[src/rtl/uart_pkg.sv]
// Constants shared by the UART receive- and transmit-side framing logic.
package uart_pkg;
  localparam logic [7:0] UART_FRAME_CHAR = 8'h26;
  localparam logic [1:0] ERR_OVF         = 2'b01;
  localparam logic [1:0] ERR_TMO         = 2'b10;
endpackage

[src/rtl/uart_frame_rx_if.sv]
// Byte-in / frame-status bus of the UART frame receiver.
interface uart_frame_rx_if;
  logic [7:0] rx_data;
  logic       rx_vld;
  logic [5:0] rd_addr;
  logic [7:0] rd_data;
  logic [7:0] frame_len;
  logic       frame_done;
  logic       frame_err;
  logic [1:0] err_code;
  logic       rx_busy;

  modport master (output rx_data, rx_vld, rd_addr,
                  input  rd_data, frame_len, frame_done, frame_err, err_code, rx_busy);
  modport slave  (input  rx_data, rx_vld, rd_addr,
                  output rd_data, frame_len, frame_done, frame_err, err_code, rx_busy);
endinterface

[src/rtl/uart_frame_rx_frame_ram.sv]
// Payload buffer: simple dual-port, synchronous write, registered read.
module frame_ram #(
  parameter int DEPTH = 64,
  parameter int AW    = 6
) (
  input  logic          clk_i,
  input  logic          rst_n_i,
  input  logic          we_i,
  input  logic [AW-1:0] waddr_i,
  input  logic [7:0]    wdata_i,
  input  logic [AW-1:0] raddr_i,
  output logic [7:0]    rdata_o
);
  logic [7:0] mem_q [DEPTH];
  logic [7:0] rdata_q;

  // Storage is deliberately left out of reset.
  always_ff @(posedge clk_i)
    if (we_i) mem_q[waddr_i] <= wdata_i;

  always_ff @(posedge clk_i or negedge rst_n_i)
    if (!rst_n_i) rdata_q <= '0;
    else          rdata_q <= mem_q[raddr_i];

  assign rdata_o = rdata_q;
endmodule

[src/rtl/uart_frame_rx.sv]
// Extracts "&&payload&&" frames from a UART byte stream into a readable buffer;
// a lone '&' inside the payload is escaped by any following non-'&' byte.
module uart_frame_rx
  import uart_pkg::*;
#(
  parameter int MAX_LEN     = 64,
  parameter int TIMEOUT_CLK = 50_000
) (
  input logic           sys_clk,
  input logic           sys_rst_n,
  uart_frame_rx_if.slave bus
);
  localparam int AW = 6;
  localparam int TW = $clog2(TIMEOUT_CLK);

  typedef enum logic [5:0] {
    IDLE    = 6'b000001,
    SOF1    = 6'b000010,
    PAYLOAD = 6'b000100,
    EOF1    = 6'b001000,
    DONE    = 6'b010000,
    ERR     = 6'b100000
  } state_e;

  state_e        state_q, state_d;
  logic [7:0]    wcnt_q, wcnt_d, len_q, len_d, pdat_q, pdat_d;
  logic [TW-1:0] tmo_q, tmo_d, tmo_inc;
  logic [1:0]    err_q, err_d;
  logic          pend_q, pend_d;
  logic          we, amp, busy, tmo_hit;
  logic [AW-1:0] waddr;
  logic [7:0]    wdata, wcnt_m1;

  assign amp     = bus.rx_vld && (bus.rx_data == UART_FRAME_CHAR);
  assign busy    = (state_q == SOF1) || (state_q == PAYLOAD) || (state_q == EOF1);
  assign tmo_inc = tmo_q + TW'(1);
  assign tmo_hit = (tmo_inc == TW'(TIMEOUT_CLK - 1));
  assign wcnt_m1 = wcnt_q - 8'd1;

  always_ff @(posedge sys_clk or negedge sys_rst_n)
    if (!sys_rst_n) begin
      state_q <= IDLE;
      wcnt_q  <= '0;
      tmo_q   <= '0;
      len_q   <= '0;
      err_q   <= '0;
      pend_q  <= 1'b0;
      pdat_q  <= '0;
    end else begin
      state_q <= state_d;
      wcnt_q  <= wcnt_d;
      tmo_q   <= tmo_d;
      len_q   <= len_d;
      err_q   <= err_d;
      pend_q  <= pend_d;
      pdat_q  <= pdat_d;
    end

  always_comb begin
    state_d = state_q;
    wcnt_d  = wcnt_q;
    tmo_d   = '0;
    len_d   = len_q;
    err_d   = err_q;
    pend_d  = 1'b0;
    pdat_d  = pdat_q;
    we      = 1'b0;
    waddr   = wcnt_q[AW-1:0];
    wdata   = bus.rx_data;

    // Second half of an escaped pair; wcnt already advanced by two.
    if (pend_q) begin
      we    = 1'b1;
      waddr = wcnt_m1[AW-1:0];
      wdata = pdat_q;
    end

    if (busy) tmo_d = bus.rx_vld ? '0 : tmo_inc;

    case (state_q)
      SOF1:
        if (amp) begin
          state_d = PAYLOAD;
          wcnt_d  = '0;
        end else if (bus.rx_vld) state_d = IDLE;
      PAYLOAD:
        if (amp) state_d = EOF1;
        else if (bus.rx_vld) begin
          if (wcnt_q >= 8'(MAX_LEN)) begin
            state_d = ERR;
            err_d   = ERR_OVF;
          end else begin
            we     = 1'b1;
            waddr  = wcnt_q[AW-1:0];
            wdata  = bus.rx_data;
            wcnt_d = wcnt_q + 8'd1;
          end
        end
      EOF1:
        if (amp) state_d = DONE;
        else if (bus.rx_vld) begin
          if (wcnt_q >= 8'(MAX_LEN - 1)) begin
            state_d = ERR;
            err_d   = ERR_OVF;
          end else begin
            we      = 1'b1;
            waddr   = wcnt_q[AW-1:0];
            wdata   = UART_FRAME_CHAR;
            pend_d  = 1'b1;
            pdat_d  = bus.rx_data;
            wcnt_d  = wcnt_q + 8'd2;
            state_d = PAYLOAD;
          end
        end
      DONE: begin
        len_d   = wcnt_q;
        state_d = amp ? SOF1 : IDLE;
      end
      default: state_d = amp ? SOF1 : IDLE;
    endcase

    if (busy && !bus.rx_vld && tmo_hit) begin
      state_d = ERR;
      err_d   = ERR_TMO;
      tmo_d   = '0;
    end
  end

  frame_ram #(.DEPTH(MAX_LEN), .AW(AW)) u_ram (
    .clk_i   (sys_clk),
    .rst_n_i (sys_rst_n),
    .we_i    (we),
    .waddr_i (waddr),
    .wdata_i (wdata),
    .raddr_i (bus.rd_addr),
    .rdata_o (bus.rd_data)
  );

  assign bus.frame_len  = len_q;
  assign bus.frame_done = (state_q == DONE);
  assign bus.frame_err  = (state_q == ERR);
  assign bus.err_code   = err_q;
  assign bus.rx_busy    = busy;
endmodule
[src/flat_wrapper.sv]
// flat-port wrapper written by rule: the top's interface ports become plain ports
module uart_frame_rx_flat import uart_pkg::*;
#(
  parameter int MAX_LEN     = 64,
  parameter int TIMEOUT_CLK = 50_000
)
  (sys_clk, sys_rst_n, bus_rx_data, bus_rx_vld, bus_rd_addr, bus_rd_data, bus_frame_len, bus_frame_done, bus_frame_err, bus_err_code, bus_rx_busy);
  uart_frame_rx_if bus_i ();
  input logic sys_clk;
  input logic sys_rst_n;
  input wire logic [$bits(bus_i.rx_data)-1:0] bus_rx_data;
  input wire logic [$bits(bus_i.rx_vld)-1:0] bus_rx_vld;
  input wire logic [$bits(bus_i.rd_addr)-1:0] bus_rd_addr;
  output wire logic [$bits(bus_i.rd_data)-1:0] bus_rd_data;
  output wire logic [$bits(bus_i.frame_len)-1:0] bus_frame_len;
  output wire logic [$bits(bus_i.frame_done)-1:0] bus_frame_done;
  output wire logic [$bits(bus_i.frame_err)-1:0] bus_frame_err;
  output wire logic [$bits(bus_i.err_code)-1:0] bus_err_code;
  output wire logic [$bits(bus_i.rx_busy)-1:0] bus_rx_busy;
  assign bus_i.rx_data = bus_rx_data;
  assign bus_i.rx_vld = bus_rx_vld;
  assign bus_i.rd_addr = bus_rd_addr;
  assign bus_rd_data = bus_i.rd_data;
  assign bus_frame_len = bus_i.frame_len;
  assign bus_frame_done = bus_i.frame_done;
  assign bus_frame_err = bus_i.frame_err;
  assign bus_err_code = bus_i.err_code;
  assign bus_rx_busy = bus_i.rx_busy;
  uart_frame_rx #(.MAX_LEN(MAX_LEN), .TIMEOUT_CLK(TIMEOUT_CLK)) u_core (.sys_clk(sys_clk), .sys_rst_n(sys_rst_n), .bus(bus_i));
endmodule
[config.mk]
export PLATFORM = sky130hd
export DESIGN_NAME = uart_frame_rx_flat
export DESIGN_NICKNAME = d
export VERILOG_FILES = /design/src/rtl/uart_pkg.sv /design/src/rtl/uart_frame_rx_if.sv /design/src/rtl/uart_frame_rx_frame_ram.sv /design/src/rtl/uart_frame_rx.sv /design/src/flat_wrapper.sv
export SDC_FILE = /design/constraint.sdc
export NUM_CORES = 1
export LEC_CHECK = 0
export BUFFER_PORTS_ARGS = -buffer_cell sky130_fd_sc_hd__buf_2
export CORE_ASPECT_RATIO = 0.7
export CORE_MARGIN = 2
export CORE_UTILIZATION = 50
export CTS_CLUSTER_DIAMETER = 30
export DETAILED_ROUTE_END_ITERATION = 16
export GPL_TIMING_DRIVEN = 0
export PLACE_DENSITY_LB_ADDON = 0.25
export REMOVE_ABC_BUFFERS = 1
export SYNTH_ARGS = -nofsm -noshare
export SYNTH_HDL_FRONTEND = slang
export SYNTH_SLANG_ARGS = --single-unit
[constraint.sdc]
create_clock -name sys_clk -period 6.5 [get_ports sys_clk]
set_input_delay 0.975 -clock sys_clk [delete_from_list [all_inputs] [get_ports sys_clk]]
set_output_delay 0.975 -clock sys_clk [all_outputs]
set_load 0.01 [all_outputs]
==> reports/results.txt <==
top post-synthesis cells by area: sky130_fd_sc_hd__edfxtp_1 (67%), sky130_fd_sc_hd__mux4_2 (13%), sky130_fd_sc_hd__dfrtp_1 (6.1%)
area after detailed placement: 23900 um2
total clock buffers created by CTS: 85
ports placed on the boundary: 38
dominant cell by count in the synthesized netlist: sky130_fd_sc_hd__edfxtp_1
largest net degree at the start of global routing: 84
reported leakage power: 8.85 nW
die outline width: 260 um
Worst EP arrival: 4670 ps
# placed instances: 1829
sequential cell fraction of total power: 44.6%
outcome: completed
clock-pin slew reported for the worst setup and hold paths after clock tree synthesis: 50 ps
relative contribution of combinational cells to total power: 3.4%
dominant cell type by area after synthesis: sky130_fd_sc_hd__edfxtp_1
most used flip-flop cell after synthesis: sky130_fd_sc_hd__edfxtp_1
area enclosed by the die boundary: 47500 um2
cell internal power dissipation: 7.05 mW
post-synthesis register bit count: 569
proportion of netlist area held by the largest area contributor: 67.3%
part of the total power dissipated in the clock network: 52.0%
via count of the first global-routing pass: 12554
reported net switching power: 1.92 mW
final-report hold violation count: 0
Area Overhead vs Synth: 17.8%
starting utilization of the core area: 50.7%
layout cells sized above 1: 26.8%
final WL: 51.9 mm
time the final worst path needs with I/O delays and setup: 4450 ps
Min-Delay Path Class: input port to asynchronous set/reset pin
total number of yosys warnings: 0
CP Class: flip-flop to flip-flop
peak fanout along the critical path: 8
Required @ worst endpoint: 6710 ps
worst reg2reg setup slack: 2050 ps
count of unresolved DRC violations after routing: 0
post-route cell area: 26900 um2
CP endpoint kind: flip-flop
number of antenna-violating nets in the routed design: 0
number of I/O port buffers: 37
total power density per cell area: 333 nW/um2
number of levels the H-tree was split into: 3
synth cell count leaders: sky130_fd_sc_hd__edfxtp_1 (512), sky130_fd_sc_hd__mux4_2 (128), sky130_fd_sc_hd__nor2_1 (90), sky130_fd_sc_hd__a22oi_1 (67), sky130_fd_sc_hd__dfrtp_1 (56)
final total negative setup slack: 0 ps
Max Clock Skew: 27.5 ps
headroom to the max-slew limit: 18.4%
GP Congestion: 0.788
detailed-routing iteration count for the pre-antenna-repair pass: 5
peak supply drop: 0.221 mV
antenna violations before repair: 3
Detailed Place HPWL: 32.5 mm
average wire length per cell after detail routing: 26.1 um
total global-route track usage: 22.4%
nets@finish: 1336
dpl ws: 1570 ps
Critical Path Start Type: flip-flop
sequential area share after synthesis: 73.5%
hold slack final: 461 ps
fraction of synthesis flops using an asynchronous set or reset pin: 10.0%
first-pass GRT wire length: 78.7 mm
max-capacitance violation count: 0
area of the core region: 45100 um2
synthesized area: 22900 um2
global route total overflow: 0
hold-fix buffer count after cts: 0
buffer levels on the longest clock path: 3
switching part of the total power: 21.4%
DR vias/cell: 6.17
post-route non-filler standard cell count: 1989
Die H: 183 um
vias after detailed routing: 12275
TritonCTS clock tree: built
Clk Tree Root Cell: sky130_fd_sc_hd__clkbuf_16
highest clock rate: 0.224 GHz
Clock Sink Count: 569
number of unique standard cell types used by synthesis: 66
Final period util: 68.5%
PnR worst setup slack: 2050 ps
mean cell area of the mapped netlist: 18.5 um2
Syn Inst Count: 1238
number of enable-type register cells in the synthesized netlist: 512
Starting DRT DRC Count: 1229
post-CTS resize count: 0
setup fix buffers added after clock tree synthesis: 0
pins over their slew limit: 0
floorplan row count: 65
final count of negative-setup-slack endpoints: 0
transition time of the tightest slew-check pin: 1210 ps
RSZ-0062 raised after global routing: false
clock latency on the worst-skew pair: 610 ps
[placed cells by master, fill, tap and decap left out, types with 7 or more instances in the layout]
| cell | instances |
|---|---|
| sky130_fd_sc_hd__nand3_1 | 14 |
| sky130_fd_sc_hd__clkinv_4 | 8 |
| sky130_fd_sc_hd__mux4_2 | 128 |
| sky130_fd_sc_hd__buf_12 | 8 |
| sky130_fd_sc_hd__buf_2 | 34 |
| sky130_fd_sc_hd__xor2_1 | 8 |
| sky130_fd_sc_hd__o21ai_0 | 15 |
| sky130_fd_sc_hd__nor4_1 | 8 |
| sky130_fd_sc_hd__inv_1 | 11 |
| sky130_fd_sc_hd__nor3_2 | 7 |
| sky130_fd_sc_hd__dfrtp_1 | 56 |
| sky130_fd_sc_hd__nor3_1 | 13 |
| sky130_fd_sc_hd__nand2_1 | 40 |
| sky130_fd_sc_hd__clkbuf_1 | 8 |
| sky130_fd_sc_hd__clkbuf_16 | 86 |
| sky130_fd_sc_hd__clkinvlp_4 | 9 |
| sky130_fd_sc_hd__a21oi_1 | 49 |
| sky130_fd_sc_hd__bufinv_16 | 11 |
| sky130_fd_sc_hd__clkinv_2 | 9 |
| sky130_fd_sc_hd__edfxtp_1 | 512 |
| sky130_fd_sc_hd__xnor2_1 | 12 |
| sky130_fd_sc_hd__nor2_1 | 89 |
| sky130_fd_sc_hd__mux2_2 | 12 |
| sky130_fd_sc_hd__a22oi_1 | 67 |
| sky130_fd_sc_hd__nand2b_1 | 10 |
| sky130_fd_sc_hd__or4_1 | 10 |
| sky130_fd_sc_hd__inv_6 | 18 |
[per-layer routing]
| metal | track usage [%] | wire length [um] | vias to the layer above |
|---|---|---|---|
| met2 | 31.7 | 22800 | 527 |
| met1 | 33.9 | 22600 | 6404 |
| met3 | 6.58 | 5460 | 81 |
| met4 | 6.51 | 942 | 2 |
| met5 | 1.85 | 118 | - |
| li1 | - | - | 5261 |
[worst paths after layout]
check | cells after the start | end | startpoint
max in group asynchronous | 1 | u_core.u_ram.rdata_o[7] | sys_rst_n
min in group sys_clk | 2 | u_core.bus.frame_len[4] | u_core.bus.frame_len[4]
setup / recovery | 6 | u_core.u_ram.mem_q[41][7] | u_core.state_q[5]
setup reg to reg | 6 | u_core.u_ram.mem_q[41][7] | u_core.state_q[5]
hold / removal | 1 | u_core.bus.err_code[0] | sys_rst_n
hold reg to reg | 2 | u_core.bus.frame_len[4] | u_core.bus.frame_len[4]
[cell type report]
| type | count | area, um2 |
|---|---|---|
| diodes | 1 | 2.50 |
| clock inverters | 63 | 736 |
| inverters | 13 | 48.8 |
| well taps | 603 | 754 |
| clock buffers | 96 | 2210 |
| fillers | 3245 | 18100 |
| multi-input cells | 592 | 5840 |
| flip-flops and latches | 569 | 16800 |
| repair buffers | 52 | 520 |
[power groups by stage]
stage               combinational (mW)  clock (mW)  sequential, mW
detailed placement               0.302           0            4.08
finish                           0.301        4.67            4.00
global route                     0.322        4.88            4.00
floorplan                        0.144           0            4.08
CTS                              0.303        4.72            4.00
global placement                 0.292           0            4.08
[critical path, stage by stage (launching register included)]
cell                        delay (ps)
sky130_fd_sc_hd__dfrtp_1           420
sky130_fd_sc_hd__nor4_2            650
sky130_fd_sc_hd__o211ai_1          410
sky130_fd_sc_hd__a2bb2oi_2         470
sky130_fd_sc_hd__mux2i_1           560
sky130_fd_sc_hd__o21ai_0           600
sky130_fd_sc_hd__nor2_1            920
[registers in the layout, indices dropped and copies added, names as in the netlist]
signal / flops
u_core.bus.frame_len: 8
u_core.tmo_q: 16
u_core.wcnt_q: 8
u_core.u_ram.mem_q: 512
u_core.pend_q: 1
u_core.u_ram.rdata_o: 8
u_core.bus.err_code: 2
u_core.state_q: 6
u_core.pdat_q: 8
[per-stage QoR]
step | power (mW) | utilization [%]
5_1_grt | 9.20 | 59.7
4_1_cts | 9.02 | 59.7
6_report | 8.97 | 59.7
3_5_place_dp | 4.38 | 53.1
3_3_place_gp | 4.37 | 52.3
2_1_floorplan | 4.22 | -
[cells by family (layout without fill, tap and decap cells)]
logic type	after synthesis	in the layout	synth area share, %
flip-flops	569	569	73.5
AND/OR/NAND/NOR	234	234	5.02
AO/OA/AOI/OAI	186	186	5.62
multiplexers	146	146	13.5
buffers and inverters	77	224	1.28
XOR/XNOR	20	20	0.767
adder cells (fa/ha/maj)	6	6	0.328
other	0	1	0
(Power assumes the default switching activity.)
